`config.mk`:
```
export PLATFORM = sky130hd
export DESIGN_NAME = alu_decode_stage_flat
export DESIGN_NICKNAME = d
export VERILOG_FILES = /design/src/rtl/alu_decode_if.sv /design/src/rtl/alu_decode_stage.sv /design/src/flat_wrapper.sv
export SDC_FILE = /design/constraint.sdc
export NUM_CORES = 1
export LEC_CHECK = 0
export ABC_AREA = 1
export CAP_MARGIN = 15
export CELL_PAD_IN_SITES_DETAIL_PLACEMENT = 0
export CELL_PAD_IN_SITES_GLOBAL_PLACEMENT = 1
export CORE_ASPECT_RATIO = 0.8
export CORE_UTILIZATION = 26
export CTS_CLUSTER_SIZE = 12
export DETAILED_ROUTE_END_ITERATION = 16
export GPL_TIMING_DRIVEN = 1
export PLACE_DENSITY = 0.8
export SYNTH_ARGS = -nofsm -noshare
export SYNTH_HDL_FRONTEND = slang
export SYNTH_SLANG_ARGS = --single-unit
```
`constraint.sdc`:
```
create_clock -name clk -period 1.6 [get_ports clk]
set_clock_uncertainty 0.1 [all_clocks]
set_input_delay 0.24 -clock clk [delete_from_list [all_inputs] [get_ports clk]]
set_output_delay 0.24 -clock clk [all_outputs]
set_load 0.005 [all_outputs]
```
`src/rtl/alu_decode_if.sv`:
```
// alu_decode_if: instruction-in / decoded-beat-out handshake bundle for alu_decode_stage.
// master is the surrounding pipeline, slave is the decode stage.
interface alu_decode_if #(
    parameter int XLEN = 32,
    parameter int CNT_W = 16
);
    logic             in_valid;
    logic             in_ready;
    logic [31:0]      instruction;
    logic             out_valid;
    logic             out_ready;
    logic [4:0]       rs1;
    logic [4:0]       rs2;
    logic [4:0]       rd;
    logic [4:0]       alu_control;
    logic [XLEN-1:0]  imm;
    logic             use_imm;
    logic             illegal;
    logic [CNT_W-1:0] decode_count;
    modport master (
        output in_valid, instruction, out_ready,
        input  in_ready, out_valid, rs1, rs2, rd, alu_control, imm, use_imm, illegal, decode_count
    );
    modport slave (
        input  in_valid, instruction, out_ready,
        output in_ready, out_valid, rs1, rs2, rd, alu_control, imm, use_imm, illegal, decode_count
    );
endinterface

```
`src/rtl/alu_decode_stage.sv`:
```
// alu_decode_stage: one-deep registered decode of R-type / OP-IMM ALU instructions
// with valid/ready handshake, flush, and a saturating count of legal beats delivered.
module alu_decode_stage #(
    parameter int XLEN = 32,
    parameter int EN_IMM = 1,
    parameter int CNT_W = 16
) (
    input logic         clk,
    input logic         rst,
    input logic         flush,
    alu_decode_if.slave bus
);
    localparam logic [4:0] ALU_ADD = 5'd0, ALU_SUB = 5'd1, ALU_SLL = 5'd2, ALU_SLT = 5'd3,
                           ALU_SLTU = 5'd4, ALU_XOR = 5'd5, ALU_SRL = 5'd6, ALU_SRA = 5'd7,
                           ALU_OR = 5'd8, ALU_AND = 5'd9;
    // func3-indexed op table shared by R-type (func7=0) and OP-IMM
    localparam logic [7:0][4:0] ROP = {ALU_AND, ALU_OR, ALU_SRL, ALU_XOR, ALU_SLTU, ALU_SLT, ALU_SLL, ALU_ADD};

    logic [6:0]       w_op, w_f7;
    logic [2:0]       w_f3;
    logic [4:0]       w_rop, w_alu;
    logic             w_hi_zero, w_hi_sra, w_legal, w_imm_op, w_in_ready, w_cap, w_fire;
    logic [XLEN-1:0]  w_sext;
    logic             r_valid, r_use_imm, r_illegal;
    logic [4:0]       r_rs1, r_rs2, r_rd, r_alu;
    logic [XLEN-1:0]  r_imm;
    logic [CNT_W-1:0] r_count;

    assign w_op = bus.instruction[6:0];
    assign w_f3 = bus.instruction[14:12];
    assign w_f7 = bus.instruction[31:25];
    assign w_rop = ROP[w_f3];
    assign w_sext = {{(XLEN-12){bus.instruction[31]}}, bus.instruction[31:20]};
    // bits above the shamt field: [31:25] on RV32, [31:26] on RV64
    assign w_hi_zero = (XLEN == 64) ? (bus.instruction[31:26] == 6'd0) : (bus.instruction[31:25] == 7'd0);
    assign w_hi_sra = (XLEN == 64) ? (bus.instruction[31:26] == 6'b010000) : (bus.instruction[31:25] == 7'b0100000);

    always_comb begin
        w_legal = 1'b0;
        w_alu = ALU_ADD;
        w_imm_op = 1'b0;
        if (w_op == 7'b0110011) begin
            w_legal = (w_f7 == 7'd0) || (w_f7 == 7'b0100000 && (w_f3 == 3'd0 || w_f3 == 3'd5));
            w_alu = w_f7[5] ? ((w_f3 == 3'd0) ? ALU_SUB : ALU_SRA) : w_rop;
        end else if (EN_IMM != 0 && w_op == 7'b0010011) begin
            w_imm_op = 1'b1;
            w_legal = (w_f3 == 3'd1) ? w_hi_zero : (w_f3 == 3'd5) ? (w_hi_zero || w_hi_sra) : 1'b1;
            w_alu = (w_f3 == 3'd5 && w_hi_sra) ? ALU_SRA : w_rop;
        end
    end

    assign w_in_ready = !rst && (!r_valid || bus.out_ready);
    assign w_cap = bus.in_valid && w_in_ready && !flush;
    assign w_fire = r_valid && bus.out_ready;

    always_ff @(posedge clk) begin
        if (rst) begin
            r_valid <= 1'b0;
            r_rs1 <= '0;
            r_rs2 <= '0;
            r_rd <= '0;
            r_alu <= ALU_ADD;
            r_imm <= '0;
            r_use_imm <= 1'b0;
            r_illegal <= 1'b0;
            r_count <= '0;
        end else if (flush) begin
            r_valid <= 1'b0;
        end else begin
            if (w_fire && !r_illegal && !(&r_count))
                r_count <= r_count + 1'b1;
            if (w_cap) begin
                r_valid <= 1'b1;
                r_rs1 <= bus.instruction[19:15];
                r_rs2 <= bus.instruction[24:20];
                r_rd <= w_legal ? bus.instruction[11:7] : 5'd0;
                r_alu <= w_legal ? w_alu : ALU_ADD;
                r_imm <= (w_legal && w_imm_op) ? w_sext : '0;
                r_use_imm <= w_legal && w_imm_op;
                r_illegal <= !w_legal;
            end else if (w_fire) begin
                r_valid <= 1'b0;
            end
        end
    end

    assign bus.in_ready = w_in_ready;
    assign bus.out_valid = r_valid;
    assign bus.rs1 = r_rs1;
    assign bus.rs2 = r_rs2;
    assign bus.rd = r_rd;
    assign bus.alu_control = r_alu;
    assign bus.imm = r_imm;
    assign bus.use_imm = r_use_imm;
    assign bus.illegal = r_illegal;
    assign bus.decode_count = r_count;
endmodule

```
`src/flat_wrapper.sv`:
```
// flat-port wrapper written by rule: the top's interface ports become plain ports
module alu_decode_stage_flat 
#(
    parameter int XLEN = 32,
    parameter int EN_IMM = 1,
    parameter int CNT_W = 16
)
  (clk, rst, flush, bus_in_valid, bus_instruction, bus_out_ready, bus_in_ready, bus_out_valid, bus_rs1, bus_rs2, bus_rd, bus_alu_control, bus_imm, bus_use_imm, bus_illegal, bus_decode_count);
  alu_decode_if #(.XLEN(XLEN), .CNT_W(CNT_W)) bus_i ();
  input logic clk;
  input logic rst;
  input logic flush;
  input wire logic [$bits(bus_i.in_valid)-1:0] bus_in_valid;
  input wire logic [$bits(bus_i.instruction)-1:0] bus_instruction;
  input wire logic [$bits(bus_i.out_ready)-1:0] bus_out_ready;
  output wire logic [$bits(bus_i.in_ready)-1:0] bus_in_ready;
  output wire logic [$bits(bus_i.out_valid)-1:0] bus_out_valid;
  output wire logic [$bits(bus_i.rs1)-1:0] bus_rs1;
  output wire logic [$bits(bus_i.rs2)-1:0] bus_rs2;
  output wire logic [$bits(bus_i.rd)-1:0] bus_rd;
  output wire logic [$bits(bus_i.alu_control)-1:0] bus_alu_control;
  output wire logic [$bits(bus_i.imm)-1:0] bus_imm;
  output wire logic [$bits(bus_i.use_imm)-1:0] bus_use_imm;
  output wire logic [$bits(bus_i.illegal)-1:0] bus_illegal;
  output wire logic [$bits(bus_i.decode_count)-1:0] bus_decode_count;
  assign bus_i.in_valid = bus_in_valid;
  assign bus_i.instruction = bus_instruction;
  assign bus_i.out_ready = bus_out_ready;
  assign bus_in_ready = bus_i.in_ready;
  assign bus_out_valid = bus_i.out_valid;
  assign bus_rs1 = bus_i.rs1;
  assign bus_rs2 = bus_i.rs2;
  assign bus_rd = bus_i.rd;
  assign bus_alu_control = bus_i.alu_control;
  assign bus_imm = bus_i.imm;
  assign bus_use_imm = bus_i.use_imm;
  assign bus_illegal = bus_i.illegal;
  assign bus_decode_count = bus_i.decode_count;
  alu_decode_stage #(.XLEN(XLEN), .EN_IMM(EN_IMM), .CNT_W(CNT_W)) u_core (.clk(clk), .rst(rst), .flush(flush), .bus(bus_i));
endmodule
```
==> metrics.txt <==
FF+latch count, synth 50; global placer's final weighted congestion around 0.86; DIE WIDTH 114 um; HP Class input port to register; Pre-antenna DRT Iters 4; synth unique cells 27; ANT cells 0; detailed-route DRC error count 0; post-synthesis sequential area ratio 38.1%; Post-Syn Area 2630 sq um; Vias 2810; Max Fclk between 600 and 700 MHz; antenna viol nets, final 0; vias in the first global route 2519; CTS tree done; Ys Warns 0; top layer in use met4; global-route usage over all layers 14.5%; Pwr Density about 600 nW/um^2; DR iter-0 viols about 160; failing checks setup timing; maximum capacitance violations 0; Die Y-Extent roughly 90 um; Static Leak around 1.9 nW; later-pin clock latency in the skew report about 0.29 ns; met2 wire length approximately 3.7 mm; Startpoint Class register; CP Max Fanout 7; average cell area after synthesis 6.99 sq um; number of antenna violations at the first check in global routing 0; Clock Tree Root clkbuf_16; Via-to-Cell Ratio 4.43; unrepaired setup endpoints after global routing yes; Mapped Nets 418; share of cells above drive strength 1 between 20% and 30%; post-layout net count 539; core area between 9000 and 10000 sq um; CP Class register to register; Layout Utilization ~44%; Port Buffers ~110; WL final ~8 mm; final setup vio count 7; Setup WS post-layout -0.0255 ns; first-pass GRT wire length between 10 and 15 mm; CP endpoint kind register; WP data required about 1.7 ns; largest net degree at the start of global routing 23; die footprint roughly 11000 sq um; row count 32; CP arrival 1.75 ns; DRT met1 WL ~3.7 mm; Fin. Hold Viols 0; Syn Inst Count 376; wire per inst about 12 um; total clock sinks 50; Initial Util between 20% and 30%; H-tree lvl count 2; peak supply drop 0.412 mV; max-slew violation count 0; Clock Path Buffers 2; total power around 0.0027 W; # IOs between 100 and 150; placed cell area slightly below 4000 sq um; Worst-path clk slew 0.07 ns; WL met3 between 300 and 400 um; GRT Residual Overflow 0; status complete, but fails checks; CTS buffer count 5; post-layout instance area 4320 sq um; Layout Cells excl Fill approximately 630; Final HPWL DP around 5.8 mm; Tcrit/Tclk final 102%; area grow syn2layout 64.5%; placed cell count 619; Final Critical Period approximately 1.6 ns
[cell usage after synthesis]
cell type | number | area, sq um
a21boi_2 | 1 | 11.3
a21oi_1 | 42 | 210
buf_2 | 5 | 25.0
buf_4 | 22 | 165
buf_6 | 2 | 22.5
clkbuf_1 | 6 | 22.5
conb_1 | 1 | 3.75
dfxtp_1 | 50 | 1000
ha_1 | 5 | 62.6
inv_1 | 32 | 120
inv_2 | 3 | 11.3
nand2_1 | 88 | 330
nand2_2 | 1 | 6.26
nand3_1 | 27 | 135
nand3_2 | 1 | 10.0
nand3b_1 | 1 | 7.51
nand4_1 | 3 | 18.8
nand4_2 | 1 | 12.5
nor2_1 | 43 | 161
nor2_4 | 1 | 11.3
nor2b_1 | 1 | 6.26
nor3_1 | 8 | 40.0
nor3_4 | 3 | 48.8
nor4_1 | 1 | 6.26
o21ai_0 | 18 | 90.1
xnor2_1 | 3 | 26.3
xor2_1 | 7 | 61.3
[path summary, 6_finish.rpt]
kind / startpoint / end / slack [ns] / depth (start not counted)
worst max-delay path: u_core.bus.decode_count[1]$_SDFFE_PP0P_ / u_core.bus.decode_count[4]$_SDFFE_PP0P_ / -0.03 / 8
worst min-delay path: flush / u_core.bus.out_valid$_SDFFE_PP0P_ / 0.19 / 4
worst min register to register: u_core.bus.rs2[1]$_SDFFE_PP0P_ / u_core.bus.rs2[1]$_SDFFE_PP0P_ / 0.36 / 2
worst max register to register: u_core.bus.decode_count[1]$_SDFFE_PP0P_ / u_core.bus.decode_count[4]$_SDFFE_PP0P_ / -0.03 / 8
[cells by family (layout without fill, tap and decap cells)]
logic type,Yosys count,after routing,share of synthesized area [%]
and+or+nand+nor,179,179,30.2
buffers and inverters,70,192,14.0
AOI/OAI and AO/OA,61,61,11.9
DFF,50,50,38.1
xor gates and xnor gates,10,10,3.33
adders and majority gates,5,5,2.38
other,1,1,0.143
[area by class of cell]
cell class / count / area (sq um)
clock buffer: 6 / 139
sequential: 50 / 1020
inverter: 35 / 144
fill: 978 / 5410
timing repair buffer: 149 / 1460
multi-input combinational: 256 / 1380
tap: 136 / 170
clock inverter: 2 / 12.5
[power by group]
group	internal [W]	switching, W	leakage, nW	total, W
combinational	0.000163	0.000140	1.45	0.000303
clock	0.000620	0.000459	0.0729	0.00108
sequential	0.00126	0.0000104	0.410	0.00127
[state kept, by name, summed over array words and instances, names as in the netlist]
signal                   count
u_core.bus.rd                5
u_core.bus.decode_count     16
u_core.bus.imm              12
u_core.bus.out_valid         1
u_core.bus.rs2               5
u_core.bus.use_imm           1
u_core.bus.illegal           1
u_core.bus.rs1               5
u_core.bus.alu_control       4
[cell usage in the layout (no fill, tap or decap), drive strengths merged]
| master | count |
|---|---|
| nor2b | 1 |
| nor3 | 11 |
| inv | 35 |
| clkinv | 1 |
| dlygate4sd2 | 31 |
| dlymetal6s2s | 13 |
| dfxtp | 50 |
| conb | 1 |
| nand3 | 28 |
| nor2 | 44 |
| clkbuf | 7 |
| a21boi | 1 |
| a21oi | 42 |
| nand2 | 89 |
| xor2 | 7 |
| nand3b | 1 |
| xnor2 | 3 |
| o21ai | 18 |
| clkdlybuf4s50 | 63 |
| nand4 | 4 |
| ha | 5 |
| clkinvlp | 1 |
| nor4 | 1 |
| buf | 41 |
[repair_timing]
action,CTS,global route
setup endpoints to repair,48,62
pin swaps,11,22
cloned,0,1
resized for setup,48,61
hold buffers,0,0
buffers inserted,1,5
hold endpoints to repair,0,0
[layer usage]
layer,vias up,global-route usage (%)
li1,1423,-
met1,1296,19.0
met2,86,24.5
met3,5,3.04
met4,0,3.25
met5,-,0
[stage by stage]
stage	worst slack, ns	TNS [ns]	hold WS, ns
floorplan	0.0164	0	0.261
detailed placement	-0.465	-13.71	0.356
global route	-0.111	-1.71	0.230
global placement	-0.385	-12.15	0.350
finish	-0.0255	-0.100	0.192
CTS	0.00164	0	0.277
[critical path, stage by stage, from the launching register on]
cell and delay, ns:
dfxtp_2 0.36, ha_4 0.16, inv_4 0.04, nor3_4 0.21, nand4_2 0.17, nand2_4 0.17, clkbuf_16 0.18, nand2_1 0.05
a21oi_1 0.12
Power figures use the tool's default switching activity.
